<file path="src/rtl/lagrange_coef_gen_if.sv">
// Coefficient-generator handshake: start/mu request in, busy/valid status and the
// double-buffered h0..h5 coefficient bank out.
interface lagrange_coef_gen_if #(
    parameter int MU_W   = 10,
    parameter int COEF_W = 11
);
    logic                     start;
    logic [MU_W-1:0]          mu_in;
    logic                     busy;
    logic                     coef_valid;
    logic [MU_W-1:0]          mu_active;
    logic signed [COEF_W-1:0] h0;
    logic signed [COEF_W-1:0] h1;
    logic signed [COEF_W-1:0] h2;
    logic signed [COEF_W-1:0] h3;
    logic signed [COEF_W-1:0] h4;
    logic signed [COEF_W-1:0] h5;

    modport master (
        output start, mu_in,
        input  busy, coef_valid, mu_active, h0, h1, h2, h3, h4, h5
    );

    modport slave (
        input  start, mu_in,
        output busy, coef_valid, mu_active, h0, h1, h2, h3, h4, h5
    );
endinterface

</file>
<file path="src/rtl/lagrange_coef_gen.sv">
// 6-tap Lagrange fractional-delay coefficient generator (D = 2 + mu), one shared
// multiplier, results collected in a shadow bank and published atomically.
module lagrange_coef_gen #(
    parameter int MU_W   = 10,
    parameter int COEF_W = 11,
    parameter int P_W    = 24
) (
    input logic                clk,
    input logic                reset,
    lagrange_coef_gen_if.slave bus
);
    typedef enum logic [1:0] {IDLE, MUL, SCALE, DONE} state_t;

    localparam logic signed [P_W+13:0] SAT_HI = (P_W+14)'((2 ** (COEF_W - 1)) - 1);
    localparam logic signed [P_W+13:0] SAT_LO = -SAT_HI - (P_W+14)'(1);

    state_t                   state;
    logic [2:0]               k;
    logic [2:0]               j;
    logic [2:0]               m;
    logic signed [12:0]       dq;
    logic [MU_W-1:0]          mu_lat;
    logic signed [P_W-1:0]    p;
    logic signed [COEF_W-1:0] shadow [6];

    logic [MU_W+9:0]          mu_ext;
    logic [9:0]               mu_q10;
    logic signed [13:0]       fac_w;
    logic signed [12:0]       factor;
    logic signed [P_W+12:0]   prod_mul;
    logic signed [P_W+13:0]   prod_scl;
    logic signed [P_W+13:0]   rnd_scl;
    logic signed [COEF_W-1:0] h_scl;

    // Q16 reciprocals of prod_{m!=k} (k - m)
    function automatic logic signed [13:0] recip(input logic [2:0] idx);
        case (idx)
            3'd0:    return -14'sd546;
            3'd1:    return 14'sd2731;
            3'd2:    return -14'sd5461;
            3'd3:    return 14'sd5461;
            3'd4:    return -14'sd2731;
            default: return 14'sd546;
        endcase
    endfunction

    function automatic logic signed [COEF_W-1:0] sat(input logic signed [P_W+13:0] v);
        if (v > SAT_HI)      return {1'b0, {(COEF_W-1){1'b1}}};
        else if (v < SAT_LO) return {1'b1, {(COEF_W-1){1'b0}}};
        else                 return v[COEF_W-1:0];
    endfunction

    // Top 10 bits of {mu, 10'b0} give mu in Q10 for any MU_W, truncating
    assign mu_ext   = {bus.mu_in, 10'b0};
    assign mu_q10   = mu_ext[MU_W+9 -: 10];

    // Factor index j walks m = 0..5 skipping m == k
    assign m        = (j >= k) ? j + 3'd1 : j;
    assign fac_w    = {dq[12], dq} - $signed({1'b0, m, 10'b0});
    assign factor   = fac_w[12:0];
    assign prod_mul = (P_W+13)'(p) * (P_W+13)'(factor);
    assign prod_scl = (P_W+14)'(p) * (P_W+14)'(recip(k));
    assign rnd_scl  = prod_scl + (P_W+14)'(32768);
    assign h_scl    = sat(rnd_scl >>> 16);

    always_ff @(posedge clk) begin
        if (reset) begin
            state          <= IDLE;
            k              <= '0;
            j              <= '0;
            dq             <= '0;
            mu_lat         <= '0;
            p              <= '0;
            for (int i = 0; i < 6; i++) shadow[i] <= '0;
            bus.busy       <= 1'b0;
            bus.coef_valid <= 1'b0;
            bus.mu_active  <= '0;
            bus.h0         <= '0;
            bus.h1         <= '0;
            bus.h2         <= '0;
            bus.h3         <= '0;
            bus.h4         <= '0;
            bus.h5         <= '0;
        end else begin
            bus.coef_valid <= 1'b0;
            case (state)
                IDLE: begin
                    if (bus.start) begin
                        dq       <= {3'b010, mu_q10};
                        mu_lat   <= bus.mu_in;
                        k        <= '0;
                        j        <= '0;
                        p        <= P_W'(1024);
                        bus.busy <= 1'b1;
                        state    <= MUL;
                    end
                end
                // Floor-scaled running product, five factors per coefficient
                MUL: begin
                    p <= $signed(prod_mul[P_W+9:10]);
                    if (j == 3'd4) begin
                        j     <= '0;
                        state <= SCALE;
                    end else begin
                        j <= j + 3'd1;
                    end
                end
                SCALE: begin
                    shadow[k] <= h_scl;
                    if (k == 3'd5) begin
                        state <= DONE;
                    end else begin
                        k     <= k + 3'd1;
                        p     <= P_W'(1024);
                        j     <= '0;
                        state <= MUL;
                    end
                end
                // Publish the whole bank in one edge
                DONE: begin
                    bus.h0         <= shadow[0];
                    bus.h1         <= shadow[1];
                    bus.h2         <= shadow[2];
                    bus.h3         <= shadow[3];
                    bus.h4         <= shadow[4];
                    bus.h5         <= shadow[5];
                    bus.mu_active  <= mu_lat;
                    bus.coef_valid <= 1'b1;
                    bus.busy       <= 1'b0;
                    state          <= IDLE;
                end
                default: state <= IDLE;
            endcase
        end
    end
endmodule

</file>
<file path="src/flat_wrapper.sv">
// flat-port wrapper written by rule: the top's interface ports become plain ports
module lagrange_coef_gen_flat 
#(
    parameter int MU_W   = 10,
    parameter int COEF_W = 11,
    parameter int P_W    = 24
)
  (clk, reset, bus_start, bus_mu_in, bus_busy, bus_coef_valid, bus_mu_active, bus_h0, bus_h1, bus_h2, bus_h3, bus_h4, bus_h5);
  lagrange_coef_gen_if #(.MU_W(MU_W), .COEF_W(COEF_W)) bus_i ();
  input logic clk;
  input logic reset;
  input wire logic [$bits(bus_i.start)-1:0] bus_start;
  input wire logic [$bits(bus_i.mu_in)-1:0] bus_mu_in;
  output wire logic [$bits(bus_i.busy)-1:0] bus_busy;
  output wire logic [$bits(bus_i.coef_valid)-1:0] bus_coef_valid;
  output wire logic [$bits(bus_i.mu_active)-1:0] bus_mu_active;
  output wire logic [$bits(bus_i.h0)-1:0] bus_h0;
  output wire logic [$bits(bus_i.h1)-1:0] bus_h1;
  output wire logic [$bits(bus_i.h2)-1:0] bus_h2;
  output wire logic [$bits(bus_i.h3)-1:0] bus_h3;
  output wire logic [$bits(bus_i.h4)-1:0] bus_h4;
  output wire logic [$bits(bus_i.h5)-1:0] bus_h5;
  assign bus_i.start = bus_start;
  assign bus_i.mu_in = bus_mu_in;
  assign bus_busy = bus_i.busy;
  assign bus_coef_valid = bus_i.coef_valid;
  assign bus_mu_active = bus_i.mu_active;
  assign bus_h0 = bus_i.h0;
  assign bus_h1 = bus_i.h1;
  assign bus_h2 = bus_i.h2;
  assign bus_h3 = bus_i.h3;
  assign bus_h4 = bus_i.h4;
  assign bus_h5 = bus_i.h5;
  lagrange_coef_gen #(.MU_W(MU_W), .COEF_W(COEF_W), .P_W(P_W)) u_core (.clk(clk), .reset(reset), .bus(bus_i));
endmodule
</file>
<file path="config.mk">
export PLATFORM = sky130hd
export DESIGN_NAME = lagrange_coef_gen_flat
export DESIGN_NICKNAME = d
export VERILOG_FILES = /design/src/rtl/lagrange_coef_gen_if.sv /design/src/rtl/lagrange_coef_gen.sv /design/src/flat_wrapper.sv
export SDC_FILE = /design/constraint.sdc
export NUM_CORES = 2
export LEC_CHECK = 0
export CELL_PAD_IN_SITES_DETAIL_PLACEMENT = 1
export CELL_PAD_IN_SITES_GLOBAL_PLACEMENT = 2
export CORE_ASPECT_RATIO = 0.6
export CORE_MARGIN = 4
export CORE_UTILIZATION = 37
export DETAILED_ROUTE_END_ITERATION = 8
export GPL_TIMING_DRIVEN = 0
export PLACE_DENSITY_LB_ADDON = 0.1
export SETUP_SLACK_MARGIN = 0.5
export SYNTH_ARGS = -nofsm -noshare
export SYNTH_HDL_FRONTEND = slang
export SYNTH_SLANG_ARGS = --single-unit
</file>
<file path="constraint.sdc">
create_clock -name clk -period 9.3 [get_ports clk]
set_clock_uncertainty 0.05 [all_clocks]
set_input_delay 1.86 -clock clk [delete_from_list [all_inputs] [get_ports clk]]
set_output_delay 1.86 -clock clk [all_outputs]
set_load 0.05 [all_outputs]
</file>
==> flow_metrics.env <==
export IMPL_portBuffers=90
export IMPL_vias=21100
export IMPL_async_flop_share=0
export IMPL_setup_violations_final=0
export IMPL_ctsHoldBuffers=0
export IMPL_syn_nets=3756
export IMPL_grtUsageTotal=0.253
export IMPL_r2r_slack_ns=0.54
export IMPL_grt_max_degree=25
export IMPL_drt_iter0_drc=1440
export IMPL_synthesis_area_um2=27700
export IMPL_period_share=0.942
export IMPL_synth_warnings=0
export IMPL_layout_commonest_cell="inv_1"
export IMPL_die_x_um=361
export IMPL_min_period_ns=8.76
export IMPL_antenna_found_initial=8
export IMPL_htree_num_levels=4
export IMPL_arrival_ns=9.08
export IMPL_rows=77
export IMPL_cts_sinks=187
export IMPL_synth_top_area_frac=0.414
export IMPL_gp_congestion=0.901
export IMPL_r2r_start="u_core.k[1]"
export IMPL_postRouteAntennaNets=0
export IMPL_drc_errors=0
export IMPL_grt_pass1_wl_um=150000
export IMPL_final_core_utilization=0.436
export IMPL_critical_path_class="register to register"
export IMPL_start_util=0.375
export IMPL_core_um2=73900
export IMPL_clkLatencyLatePin_ns=0.47
export IMPL_num_antenna_cells=0
export IMPL_clk_path_buf_depth=2
export IMPL_dieArea_um2=79500
export IMPL_min_path_type="register to register"
export IMPL_avgSynthCellArea_um2=9.25
export IMPL_first_pass_iters=5
export IMPL_cp_data_required_time_ns=9.63
export IMPL_wl_per_cell_um=23.5
export IMPL_synthToLayoutAreaGrowth_pct=16.1
export IMPL_status="completed"
export IMPL_netlist_instances=2999
export IMPL_cp_end_kind="register"
export IMPL_path_max_fanout=4
export IMPL_synth_top_area_cell="fa_1"
export IMPL_slew_headroom=0.0465
export IMPL_clk_pin_slew_ns=0.11
export IMPL_ys_types=66
export IMPL_synth_ff_type="dfxtp_1"
export IMPL_cts_buffers=17
export IMPL_worst_setup_path_start_kind="register"
export IMPL_ios=91
export IMPL_final_layout_size_suffix_gt1_frac=0.0977
export IMPL_grt_ovfl_total=0
export IMPL_holdPathStages=2
export IMPL_grt_setup_unrepaired="true"
export IMPL_cts_root_buf="clkbuf_16"
export IMPL_nets=3938
export IMPL_dp_hpwl_um=81600
export IMPL_whs_endpoint="bus_h1[1]"
export IMPL_tightest_slew_ns=1.43
export IMPL_cp_slowest_cell="fa_1"
export IMPL_ys_seq_elements=187
export IMPL_ys_seq_area_frac=0.159
export IMPL_critPathMostFrequentCell="fa_1"
export IMPL_wirelength_um=98100
export IMPL_drv_slew=0
export IMPL_vias_per_cell=5.06
export IMPL_hold_start="bus_h1[1]"
export IMPL_synthTopCellsByArea="fa_1 41%, dfxtp_1 8.7%, inv_1 8.7%"
export IMPL_reg2reg_depth=38
export IMPL_final_hold_viol_count=0
export IMPL_cts_tree="built"
export IMPL_timing_rr_end="u_core.p[23]"
export IMPL_fmax_ghz=0.114
export IMPL_crit_path_max_incr_delay_ns=0.57
export IMPL_grt_pass1_vias=23700
export IMPL_synth_edf_count=66
export IMPL_final_cell_mix="619 x inv_1, 566 x fa_1, 439 x nand2_1"
export IMPL_cap_violations=0
export IMPL_dieHeight_um=220
==> flip-flops by register name, indices dropped and copies added, names as in the netlist <==
signal and flops:
bus_h5 11, u_core.state 2, bus_h3 11, bus_h0 11, bus_h2 11, u_core.k 3
u_core.bus.coef_valid 1, u_core.dq 2, u_core.p 24, bus_h1 11, u_core.bus.mu_active 10, u_core.bus.busy 1
u_core.shadow 66, u_core.j 3, u_core.mu_lat 9, bus_h4 11
==> worst max path at each step <==
stage / from / endpoint / cells past startpoint
finish: u_core.k[1] / u_core.p[23] / 38
global route: u_core.k[1] / u_core.p[23] / 38
CTS: u_core.k[0] / u_core.shadow[2][4] / 33
detailed placement: u_core.k[2] / u_core.p[23] / 35
global placement: u_core.k[2] / u_core.p[23] / 35
floorplan: u_core.j[0] / u_core.p[23] / 36
==> metal layers <==
metal / up-vias / track usage / part of all wire
met5: - / 0 / 0.00017
met4: 2 / 0.0231 / 0.0076
li1: 9386 / - / -
met3: 54 / 0.0435 / 0.068
met1: 11100 / 0.400 / 0.51
met2: 556 / 0.374 / 0.42
==> cells by family (layout without fill, tap and decap cells) <==
kind of cell / Yosys count / in the layout / synth area share
fa+ha+maj: 744 / 744 / 0.491
xor+xnor: 64 / 64 / 0.0202
mux: 6 / 6 / 0.00221
flops: 187 / 187 / 0.159
compound gates: 304 / 304 / 0.0685
simple gates: 898 / 899 / 0.151
buf+inv: 796 / 990 / 0.108
==> Yosys cell counts, drive strengths merged (7+ instances only) <==
| cell type | instances |
|---|---|
| a21o | 19 |
| ha | 170 |
| o21ai | 45 |
| o21bai | 7 |
| edfxtp | 66 |
| and2 | 174 |
| xnor2 | 48 |
| a21oi | 146 |
| dfxtp | 121 |
| nand2 | 458 |
| o211ai | 9 |
| a22oi | 20 |
| nand3b | 11 |
| nand2b | 33 |
| nor2b | 15 |
| clkbuf | 148 |
| nor3 | 17 |
| fa | 574 |
| inv | 644 |
| or2 | 19 |
| a211oi | 8 |
| nor2 | 120 |
| xor2 | 16 |
| nand4 | 11 |
| nand3 | 15 |
==> worst max-delay path: cells and delay by family (launching register included) <==
kind / cells / cell delay, ns
DFF: 1 / 0.38
xor gates and xnor gates: 4 / 0.79
adders and majority gates: 9 / 3.99
and+or+nand+nor: 1 / 0.05
AOI/OAI and AO/OA: 12 / 2.13
buffers and inverters: 12 / 1.26
==> what timing repair did <==
item                                    in CTS  in global routing
buffers inserted                            28                 40
gates cloned                                 0                  4
endpoints found under the setup margin      88                 76
resized for setup                          126                181
pin swaps                                   25                 74
==> area by class of cell <==
cell class              count  area (um^2)
plain buffers             152          786
clock buffers              17          425
repair buffers            162         1610
inverters                 644         2430
well taps                 987         1230
fillers                  8397        41700
flip-flops and latches    187         4410
multi-input cells        2017        21100
clock inverters            15          231
==> through the flow <==
stage	setup WS (ns)	setup TNS [ns]	instance area, um^2	instances	hold WS [ns]
3_5_place_dp	-3.42	-175.48	29900	4077	0.402
3_3_place_gp	-3.37	-174.06	29900	4076	0.395
6_report	0.542	0	32200	4181	0.411
5_1_grt	0.298	0	32200	4181	0.424
4_1_cts	0.505	0	31300	4137	0.413
2_1_floorplan	0.568	0	27700	2999	0.421
Power is left out: the tool's default activity adds up to more than one toggle a clock period on the data nets, which glitch-free logic cannot reach.
